`config.mk`:
```
export PLATFORM = sky130hd
export DESIGN_NAME = apb_master_fsm_flat
export DESIGN_NICKNAME = d
export VERILOG_FILES = /design/src/rtl/apb_master_fsm_if.sv /design/src/rtl/apb_master_fsm.sv /design/src/flat_wrapper.sv
export SDC_FILE = /design/constraint.sdc
export NUM_CORES = 1
export LEC_CHECK = 0
export ABC_CLOCK_PERIOD_IN_PS = 2800
export CORE_AREA = 2 2 122 124
export CTS_CLUSTER_DIAMETER = 30
export CTS_CLUSTER_SIZE = 25
export DETAILED_ROUTE_END_ITERATION = 6
export DIE_AREA = 0 0 124 126
export PLACE_DENSITY = 0.69
export RECOVER_POWER = 25
export SETUP_SLACK_MARGIN = 0.2
export SLEW_MARGIN = 20
export SYNTH_ARGS = -nofsm -noshare
export SYNTH_HDL_FRONTEND = slang
export SYNTH_SLANG_ARGS = --single-unit
```
`constraint.sdc`:
```
create_clock -name i_clk -period 2.8 [get_ports i_clk]
set_input_delay 0.56 -clock i_clk [delete_from_list [all_inputs] [get_ports i_clk]]
set_output_delay 0.56 -clock i_clk [all_outputs]
set_load 0.02 [all_outputs]
```
`src/rtl/apb_master_fsm_if.sv`:
```
// apb_master_fsm_if: request/response and APB bus bundle for the APB transfer controller
// Parameters match the controller: RATIO slaves, logRATIO index width, ADDR_W/DATA_W bus widths.
// master modport: controller side (drives o_*, reads i_*).
// slave modport : requester/slave side (drives i_*, reads o_*).
// Signals: i_req_valid/o_req_ready/i_req_addr/i_req_write/i_req_wdata (request),
//          o_rsp_valid/o_rsp_rdata/o_rsp_err (response), o_sel_idx (slave index),
//          o_psel/o_penable/o_paddr/o_pwrite/o_pwdata (APB out),
//          i_pready/i_pslverr/i_prdata (per-slave APB in, slave k at [k*DATA_W +: DATA_W]).
interface apb_master_fsm_if #(
  parameter int RATIO = 4,
  parameter int logRATIO = 2,
  parameter int ADDR_W = 32,
  parameter int DATA_W = 32
);
  logic                    i_req_valid;
  logic                    o_req_ready;
  logic [ADDR_W-1:0]       i_req_addr;
  logic                    i_req_write;
  logic [DATA_W-1:0]       i_req_wdata;
  logic                    o_rsp_valid;
  logic [DATA_W-1:0]       o_rsp_rdata;
  logic                    o_rsp_err;
  logic [logRATIO-1:0]     o_sel_idx;
  logic [RATIO-1:0]        o_psel;
  logic                    o_penable;
  logic [ADDR_W-1:0]       o_paddr;
  logic                    o_pwrite;
  logic [DATA_W-1:0]       o_pwdata;
  logic [RATIO-1:0]        i_pready;
  logic [RATIO-1:0]        i_pslverr;
  logic [RATIO*DATA_W-1:0] i_prdata;
  modport master (
    input  i_req_valid, i_req_addr, i_req_write, i_req_wdata, i_pready, i_pslverr, i_prdata,
    output o_req_ready, o_rsp_valid, o_rsp_rdata, o_rsp_err, o_sel_idx,
           o_psel, o_penable, o_paddr, o_pwrite, o_pwdata
  );
  modport slave (
    output i_req_valid, i_req_addr, i_req_write, i_req_wdata, i_pready, i_pslverr, i_prdata,
    input  o_req_ready, o_rsp_valid, o_rsp_rdata, o_rsp_err, o_sel_idx,
           o_psel, o_penable, o_paddr, o_pwrite, o_pwdata
  );
endinterface

```
`src/rtl/apb_master_fsm.sv`:
```
// apb_master_fsm: APB SETUP/ACCESS transfer controller with slave select and wait-state timeout
// Ports: i_clk (rising-edge clock), i_rst_n (synchronous active-low reset),
//        bus (apb_master_fsm_if.master: request handshake, one-cycle response, APB bus).
// o_sel_idx is the registered slave index that steers PSEL and the PREADY/PRDATA mux.
module apb_master_fsm #(
  parameter int RATIO = 4,
  parameter int logRATIO = 2,
  parameter int ADDR_W = 32,
  parameter int DATA_W = 32,
  parameter int SEL_LSB = 28,
  parameter int TIMEOUT = 16
) (
  input logic i_clk,
  input logic i_rst_n,
  apb_master_fsm_if.master bus
);
  localparam int CW = TIMEOUT > 1 ? $clog2(TIMEOUT) : 1;
  localparam logic [CW-1:0] TLAST = CW'(TIMEOUT - 1);
  typedef enum logic [1:0] {IDLE, SETUP, ACCESS} state_t;
  state_t state, nxt;
  logic [CW-1:0] cnt;
  logic hs, rdy, tmo, done;
  logic [DATA_W-1:0] rdata_sel;
  always_ff @(posedge i_clk) state <= !i_rst_n ? IDLE : nxt;
  // Only the selected slave's PREADY/PRDATA matter; PREADY wins over a coincident timeout.
  always_comb begin
    hs = state == IDLE && bus.i_req_valid;
    rdy = bus.i_pready[bus.o_sel_idx];
    tmo = TIMEOUT != 0 && cnt == TLAST;
    done = state == ACCESS && (rdy || tmo);
    rdata_sel = bus.i_prdata[int'(bus.o_sel_idx)*DATA_W +: DATA_W];
    nxt = state == IDLE ? (hs ? SETUP : IDLE) : state == SETUP ? ACCESS : done ? IDLE : ACCESS;
  end
  always_comb begin
    bus.o_req_ready = state == IDLE;
    bus.o_psel = state == IDLE ? '0 : RATIO'(1) << bus.o_sel_idx;
    bus.o_penable = state == ACCESS;
  end
  always_ff @(posedge i_clk)
    if (!i_rst_n) begin
      bus.o_paddr <= '0;
      bus.o_pwrite <= 1'b0;
      bus.o_pwdata <= '0;
      bus.o_sel_idx <= '0;
      bus.o_rsp_valid <= 1'b0;
      bus.o_rsp_rdata <= '0;
      bus.o_rsp_err <= 1'b0;
      cnt <= '0;
    end else begin
      bus.o_rsp_valid <= done;
      if (hs) begin
        bus.o_paddr <= bus.i_req_addr;
        bus.o_pwrite <= bus.i_req_write;
        bus.o_pwdata <= bus.i_req_wdata;
        bus.o_sel_idx <= bus.i_req_addr[SEL_LSB +: logRATIO];
        cnt <= '0;
      end
      if (state == ACCESS && !rdy) cnt <= cnt + 1'b1;
      if (done) begin
        bus.o_rsp_rdata <= rdy && !bus.o_pwrite ? rdata_sel : '0;
        bus.o_rsp_err <= rdy ? bus.i_pslverr[bus.o_sel_idx] : 1'b1;
      end
    end
endmodule

```
`src/flat_wrapper.sv`:
```
// flat-port wrapper written by rule: the top's interface ports become plain ports
module apb_master_fsm_flat 
#(
  parameter int RATIO = 4,
  parameter int logRATIO = 2,
  parameter int ADDR_W = 32,
  parameter int DATA_W = 32,
  parameter int SEL_LSB = 28,
  parameter int TIMEOUT = 16
)
  (i_clk, i_rst_n, bus_i_req_valid, bus_i_req_addr, bus_i_req_write, bus_i_req_wdata, bus_i_pready, bus_i_pslverr, bus_i_prdata, bus_o_req_ready, bus_o_rsp_valid, bus_o_rsp_rdata, bus_o_rsp_err, bus_o_sel_idx, bus_o_psel, bus_o_penable, bus_o_paddr, bus_o_pwrite, bus_o_pwdata);
  apb_master_fsm_if #(.RATIO(RATIO), .logRATIO(logRATIO), .ADDR_W(ADDR_W), .DATA_W(DATA_W)) bus_i ();
  input logic i_clk;
  input logic i_rst_n;
  input wire logic [$bits(bus_i.i_req_valid)-1:0] bus_i_req_valid;
  input wire logic [$bits(bus_i.i_req_addr)-1:0] bus_i_req_addr;
  input wire logic [$bits(bus_i.i_req_write)-1:0] bus_i_req_write;
  input wire logic [$bits(bus_i.i_req_wdata)-1:0] bus_i_req_wdata;
  input wire logic [$bits(bus_i.i_pready)-1:0] bus_i_pready;
  input wire logic [$bits(bus_i.i_pslverr)-1:0] bus_i_pslverr;
  input wire logic [$bits(bus_i.i_prdata)-1:0] bus_i_prdata;
  output wire logic [$bits(bus_i.o_req_ready)-1:0] bus_o_req_ready;
  output wire logic [$bits(bus_i.o_rsp_valid)-1:0] bus_o_rsp_valid;
  output wire logic [$bits(bus_i.o_rsp_rdata)-1:0] bus_o_rsp_rdata;
  output wire logic [$bits(bus_i.o_rsp_err)-1:0] bus_o_rsp_err;
  output wire logic [$bits(bus_i.o_sel_idx)-1:0] bus_o_sel_idx;
  output wire logic [$bits(bus_i.o_psel)-1:0] bus_o_psel;
  output wire logic [$bits(bus_i.o_penable)-1:0] bus_o_penable;
  output wire logic [$bits(bus_i.o_paddr)-1:0] bus_o_paddr;
  output wire logic [$bits(bus_i.o_pwrite)-1:0] bus_o_pwrite;
  output wire logic [$bits(bus_i.o_pwdata)-1:0] bus_o_pwdata;
  assign bus_i.i_req_valid = bus_i_req_valid;
  assign bus_i.i_req_addr = bus_i_req_addr;
  assign bus_i.i_req_write = bus_i_req_write;
  assign bus_i.i_req_wdata = bus_i_req_wdata;
  assign bus_i.i_pready = bus_i_pready;
  assign bus_i.i_pslverr = bus_i_pslverr;
  assign bus_i.i_prdata = bus_i_prdata;
  assign bus_o_req_ready = bus_i.o_req_ready;
  assign bus_o_rsp_valid = bus_i.o_rsp_valid;
  assign bus_o_rsp_rdata = bus_i.o_rsp_rdata;
  assign bus_o_rsp_err = bus_i.o_rsp_err;
  assign bus_o_sel_idx = bus_i.o_sel_idx;
  assign bus_o_psel = bus_i.o_psel;
  assign bus_o_penable = bus_i.o_penable;
  assign bus_o_paddr = bus_i.o_paddr;
  assign bus_o_pwrite = bus_i.o_pwrite;
  assign bus_o_pwdata = bus_i.o_pwdata;
  apb_master_fsm #(.RATIO(RATIO), .logRATIO(logRATIO), .ADDR_W(ADDR_W), .DATA_W(DATA_W), .SEL_LSB(SEL_LSB), .TIMEOUT(TIMEOUT)) u_core (.i_clk(i_clk), .i_rst_n(i_rst_n), .bus(bus_i));
endmodule
```
==> results of run 1 <==
==> placed cells by master, fill, tap and decap left out, types with 2 or more instances in the layout <==
| cell type | count |
|---|---|
| a21oi_1 | 66 |
| a32o_1 | 32 |
| buf_4 | 10 |
| bufinv_16 | 2 |
| clkbuf_1 | 2 |
| clkbuf_16 | 9 |
| clkdlybuf4s50_1 | 275 |
| clkinvlp_4 | 2 |
| dfxtp_1 | 103 |
| dfxtp_2 | 2 |
| dlygate4sd3_1 | 35 |
| inv_1 | 2 |
| mux4_2 | 34 |
| nand2_1 | 131 |
| nand2b_1 | 3 |
| nand3_1 | 2 |
| nor2_1 | 4 |
| nor3_1 | 2 |
| nor3b_1 | 2 |
| nor3b_2 | 2 |
==> area by class of cell <==
| type | instances | area, µm² | share of cell area |
|---|---|---|---|
| sequential | 105 | 2105 | 0.2620 |
| inverter | 4 | 15.01 | 0.001869 |
| clock buffer | 11 | 232.7 | 0.02897 |
| timing repair buffer | 321 | 3198 | 0.3981 |
| tap | 184 | 230.2 | 0.02866 |
| multi-input combinational | 296 | 2172 | 0.2704 |
| clock inverter | 5 | 80.08 | 0.009969 |
==> worst min-delay path by stage <==
stage | endpoint | depth (start not counted)
after detailed placement | u_core.bus.o_paddr[19] | 2
final | u_core.bus.o_pwdata[19] | 2
after global placement | u_core.bus.o_pwdata[25] | 2
after CTS | u_core.bus.o_pwdata[12] | 2
after global routing | u_core.bus.o_pwdata[12] | 2
after floorplan | u_core.cnt[0] | 1
==> worst max-delay path: cells and delay by family, from the launching register on <==
kind / cells / cell delay (ps)
simple gates: 2 / 610
flops: 1 / 340
buf+inv: 1 / 530
==> kinds of logic after synthesis <==
group / after synthesis
buffers and inverters: 48
adder cells (fa/ha/maj): 1
flip-flops: 105
multiplexers: 34
AO/OA/AOI/OAI: 107
AND/OR/NAND/NOR: 154
==> power by group <==
group | switching [µW] | leakage [µW] | total (µW) | internal [µW]
registers | 47.7 | 0.000858 | 1620 | 1580
logic | 403 | 0.00192 | 941 | 538
clock network | 538 | 0.000146 | 1320 | 783
==> stage by stage <==
step / instance area [µm²] / hold slack (ps) / total power (µW) / instances
CTS: 8030 / 456.5 / 3955 / 926
finish: 8033 / 452.1 / 3886 / 926
floorplan: 4486 / 470.0 / 2075 / 449
global route: 8033 / 464.7 / 4060 / 926
global placement: 7717 / 441.1 / 2603 / 910
detailed placement: 7717 / 447.1 / 2619 / 910
==> metal layers <==
metal	vias up	GRT usage	share of wire
met2	197	0.3484	0.49
met5	-	0	0.00081
met4	2	0.06874	0.021
li1	2196	-	-
met3	26	0.07563	0.11
met1	2151	0.2088	0.38
==> registers in the layout, indices dropped and copies added, names as in the netlist <==
| name | flops |
|---|---|
| u_core.bus.o_pwdata | 32 |
| u_core.bus.o_rsp_rdata | 32 |
| u_core.bus.o_rsp_valid | 1 |
| u_core.bus.o_pwrite | 1 |
| u_core.bus.o_rsp_err | 1 |
| u_core.bus.o_paddr | 32 |
| u_core.state | 2 |
| u_core.cnt | 4 |
==> timing repair <==
item / in CTS / in global routing
buffers inserted: 0 / 0
resized for setup: 0 / 1
endpoints found under the setup margin: 0 / 1
hold buffers: 0 / 0
==> summary.txt, run 1 <==
I/O Buffers = 310
RSZ-0062 raised after global routing = false
Mapped cell area = 4486 µm²
Total Routed Length = 16010 µm
All-layer global routing usage = 0.1959
Fin nets = 942
Crit path capture = bus_o_psel[3]
# Max-Cap Violations = 0
Mean area per synthesized cell = 9.990 µm²
CTS tree = done
CP Launch Type = flip-flop
Number of global-route vias before repair = 4641
Synth Register Bits = 105
CP max stage delay = 530 ps
DR vias/cell = 4.937
Layout cell share with drive strength beyond 1 = 0.09030
Bufs on Longest Clock Path = 2
DRT iter0 DRCs = 191
Num CTS Buffers = 9
Clk_lat worst skew = 340 ps
Sequential area share after synthesis = 0.4686
Power Density = 483.7 nW/µm²
R2R depth = 3
I/O pin count = 311
Post-synth top area share = 0.4686
Crit end category = primary output
CTS Root Cell = clkbuf_16
Synth warnings = 0
DR WL/cell = 17.29 µm
Reg2Reg Launch Point = u_core.bus.o_paddr[28]
Rows = 44
Max H-tree Level = 3
Top post-synthesis cells by area = dfxtp_1 (47%), mux4_2 (17%), nand2_1 (11%)
R2r setup slk = 830 ps
Post-layout util = 0.5612
Worst Path Arrival = 1820 ps
Drt first pass iters = 4
# clock sinks = 105
Synth cell types = 36
R2r endpoint = u_core.bus.o_rsp_rdata[13]
Starting Density = 0.3134
Period utilization = 0.8493
Fill cell count = 1213
Pre-CTS setup slack = 398.7 ps
Hold_sp = u_core.bus.o_pwdata[19]
Post-synth EDFFs = 0
Top FF cell, synth = dfxtp_1
Final setup vio count = 0
Main combinational cell family by area after synthesis = multiplexers
Simple-gate share of the synthesized area = 0.1439
Final hold vios = 0
Die Area = 15620 µm²
Synth area leader = dfxtp_1
Final GP Congestion = 0.7641
Area growth from synthesis to layout = 79.08%
Antenna violations before repair = 1
CP startpoint = u_core.state[1]
Slew margin rel. = 0.4877
Slowest CP cell = clkdlybuf4s50_1
XOR/XNOR Fraction of Synth Area = 0
Cell count after synthesis = 449
Die width = 124 µm
ANT nets after route = 0
Worst VDD drop = 0.3218 mV
Asr flop ratio synth = 0
Total congestion overflow = 0
Mux contribution to synthesized area = 0.1707
Syn nets = 654
Min Tclk post-route = 2378 ps
Routed vias = 4572
Worst Path Required = 2240 ps
Core area = 14310 µm²
Max Fclk = 420.5 MHz
Hold Crit Class = flip-flop to flip-flop
Critical path class = flip-flop to primary output
Worst-Margin Slew = 768.4 ps
Die H = 126 µm
Worst Skew = 6.477 ps
Setup_tns = 0 ps
Top-count cell post-synth = nand2_1
CP cell instances = nor2_1, and3b_1, clkdlybuf4s50_1
Worst setup margin = 422.1 ps
Maximum number of pins on one net before global-route repair = 51
HPWL after DPL = 12400 µm
Status = finished, final reports clean
Top post-synthesis cells by count = nand2_1 (131), dfxtp_1 (105), a21oi_1 (66)
Antenna diodes = 0
Post-synthesis adder-cell area fraction = 0.002789
Leak pwr = 0.002924 µW
Max-slew violations = 0
Clk pin slew, worst setup/hold paths = 70 ps
Synth Area in Compound Gates = 0.1632
Crit-path max FO = 6
# DRC = 0
Global-route wire length before repair = 23540 µm
(Power assumes the default switching activity.)
==> run 2: changes to the inputs <==
--- a/config.mk
+++ b/config.mk
@@ -5,13 +5,13 @@
 export SDC_FILE = /design/constraint.sdc
 export NUM_CORES = 1
 export LEC_CHECK = 0
-export ABC_CLOCK_PERIOD_IN_PS = 2800
-export CORE_AREA = 2 2 122 124
+export ABC_CLOCK_PERIOD_IN_PS = 2500
+export CORE_AREA = 2 2 120 122
 export CTS_CLUSTER_DIAMETER = 30
 export CTS_CLUSTER_SIZE = 25
 export DETAILED_ROUTE_END_ITERATION = 6
-export DIE_AREA = 0 0 124 126
-export PLACE_DENSITY = 0.69
+export DIE_AREA = 0 0 122 124
+export PLACE_DENSITY = 0.71
 export RECOVER_POWER = 25
 export SETUP_SLACK_MARGIN = 0.2
 export SLEW_MARGIN = 20
==> constraint.sdc (replaced) <==
create_clock -name i_clk -period 2.5 [get_ports i_clk]
set_input_delay 0.5 -clock i_clk [delete_from_list [all_inputs] [get_ports i_clk]]
set_output_delay 0.5 -clock i_clk [all_outputs]
set_load 0.02 [all_outputs]
==> run 2 against run 1 <==
Net effect: cell count fell by 0.43%; critical path depth did not move; sequential share of layout area fell by 0.067 points; hold slack improved by 1.2 ps; clock power barely moved; clock skew rose by 0.72 ps; largest cell class unchanged.
==> summary.txt, run 2 (same netlist as run 1, synthesis figures left out) <==
Status = finished, final reports clean
CTS tree = done
Period utilization = 0.8809
Final hold vios = 0
ANT nets after route = 0
# clock sinks = 105
Min Tclk post-route = 2202 ps
Largest registers = u_core.bus.o_paddr (32), u_core.bus.o_pwdata (32), u_core.bus.o_rsp_rdata (32)
Internal = 3142 µW
CP top delay family = buffers and inverters
Die H = 124 µm
Die width = 122 µm
Die Area = 15130 µm²
WHS = 453.4 ps
RSZ-0062 raised after global routing = false
Sequential Power Share = 0.430
All-layer global routing usage = 0.2139
CP max stage delay = 610 ps
# DRC = 0
Total power = 4246 µW
Crit-path max FO = 4
Slowest CP cell = clkdlybuf4s50_1
Setup_tns = 0 ps
CTS Root Cell = clkbuf_16
Leak pwr = 0.002874 µW
Final GP Congestion = 0.8046
HPWL after DPL = 12840 µm
Drt first pass iters = 4
Final setup vio count = 0
DR vias/cell = 5.037
Starting Density = 0.3269
R2r setup slk = 580 ps
Maximum number of pins on one net before global-route repair = 67
CP Launch Type = flip-flop
I/O Buffers = 310
I/O pin count = 311
Max-slew violations = 0
Worst Path Required = 2000 ps
Max H-tree Level = 3
Total Routed Length = 16870 µm
Bufs on Longest Clock Path = 2
Area growth from synthesis to layout = 79.75%
Worst Skew = 7.194 ps
Antenna violations before repair = 1
R2R depth = 4
Max Fclk = 454.1 MHz
Sw Share = 0.2600
Slew margin rel. = 0.5062
Hold Crit Class = flip-flop to flip-flop
Worst-Margin Slew = 740.7 ps
Core area = 13720 µm²
Rows = 43
Post-CTS Setup Bufs = 0
Leading cell types in the layout, fill and taps excluded = clkdlybuf4s50_1 (306), nand2_1 (131), dfxtp_1 (103)
R2r endpoint = u_core.bus.o_rsp_rdata[13]
DRT iter0 DRCs = 246
Number of global-route vias before repair = 4640
Most common cell after layout, fill and taps aside = clkdlybuf4s50_1
Reg2Reg Launch Point = u_core.bus.o_paddr[28]
Num CTS Buffers = 9
Net switching power = 1104 µW
Worst Hold Depth = 2
Hold EP = u_core.bus.o_pwdata[30]
Clk_lat worst skew = 340 ps
Hold_buf cts = 0
Clk pin slew, worst setup/hold paths = 60 ps
Worst Path Arrival = 1700 ps
Routed vias = 4644
Worst VDD drop = 0.2812 mV
Worst Path Buf+Inv = 2
Fill cell count = 1210
Clk pwr share = 0.315
Critical path class = flip-flop to primary output
Layout cell share with drive strength beyond 1 = 0.09177
CP cell instances = nand2b_1, clkinv_1, clkdlybuf4s50_1
Fin nets = 942
DR WL/cell = 18.30 µm
Global-route wire length before repair = 24820 µm
Logic pwr share = 0.255
Total congestion overflow = 0
CP startpoint = u_core.state[0]
Crit end category = primary output
Hold_sp = u_core.bus.o_pwdata[30]
Power Density = 526.6 nW/µm²
# Max-Cap Violations = 0
## run 2: cell count changes in the layout (fill, tap and decap cells not counted), sizes merged
cell           change
dlygate4sd3       -33
clkdlybuf4s50     +31
clkbuf             +3
buf                -2
bufinv             -2
dlymetal6s2s       +2
bufbuf             +1
clkinvlp           -1
diode              +1
## run 2: how the worst max path moves through the flow
stage	endpoint	slack, ps	cells past startpoint
floorplan	bus_o_psel[2]	290	3
global placement	u_core.bus.o_rsp_rdata[6]	240	5
detailed placement	u_core.bus.o_rsp_rdata[5]	180	5
CTS	bus_o_psel[3]	240	3
global route	bus_o_psel[3]	220	3
finish	bus_o_penable	300	3
## run 2: routing by layer
metal | GRT usage | wire (µm) | vias to the layer above
met5 | 0 | 0 | -
met4 | 0.08405 | 379 | 0
met3 | 0.06227 | 1442 | 32
met2 | 0.3973 | 8884 | 213
met1 | 0.2276 | 6162 | 2200
li1 | - | - | 2199
## run 2: worst reg2reg max path: cells and delay by family, from the launching register on
kind                   cells  cell delay [ps]
DFF                        1              460
and+or+nand+nor            1              190
muxes                      1              670
AOI/OAI and AO/OA          1              260
buffers and inverters      1              230
## run 2: cell type report
type                            count  area, µm²  area share
Tap cell                          180      225.2     0.02793
Timing Repair Buffer              321       3253      0.4035
Clock inverter                      2      12.51    0.001552
Sequential cell                   105       2107      0.2613
Inverter                            4      15.01    0.001862
Clock buffer                       13      270.3     0.03352
Antenna cell                        1      2.502   0.0003104
Multi-Input combinational cell    296       2177      0.2700
## run 2: repair_timing
| item | in CTS | in global routing |
|---|---|---|
| cloned | 1 | 0 |
| setup endpoints to repair | 3 | 3 |
| gates resized for setup | 2 | 3 |
## run 2: power groups by stage
stage	clock, µW	sequential [µW]	combinational (µW)
floorplan	0	1960	364
global placement	0	1860	1060
detailed placement	0	1860	1080
CTS	1390	1830	1100
global route	1450	1840	1150
finish	1340	1830	1080
## run 2: metrics by stage
| step | setup WS (ps) | utilization | instances | cell area, µm² |
|---|---|---|---|---|
| finish | 297.8 | 0.5877 | 922 | 8063 |
| global route | 218.4 | 0.5877 | 922 | 8063 |
| CTS | 235.8 | 0.5877 | 921 | 8063 |
| detailed placement | 179.5 | 0.5643 | 905 | 7742 |
| global placement | 236.4 | 0.5643 | 905 | 7742 |
| floorplan | 285.2 | - | 449 | 4486 |
==> run 3: changes to the inputs <==
--- a/config.mk
+++ b/config.mk
@@ -14,7 +14,6 @@
 export PLACE_DENSITY = 0.71
 export RECOVER_POWER = 25
 export SETUP_SLACK_MARGIN = 0.2
-export SLEW_MARGIN = 20
 export SYNTH_ARGS = -nofsm -noshare
 export SYNTH_HDL_FRONTEND = slang
 export SYNTH_SLANG_ARGS = --single-unit
==> results of run 3 <==
The final DEF is identical to that of run 2; final timing and power are the same.
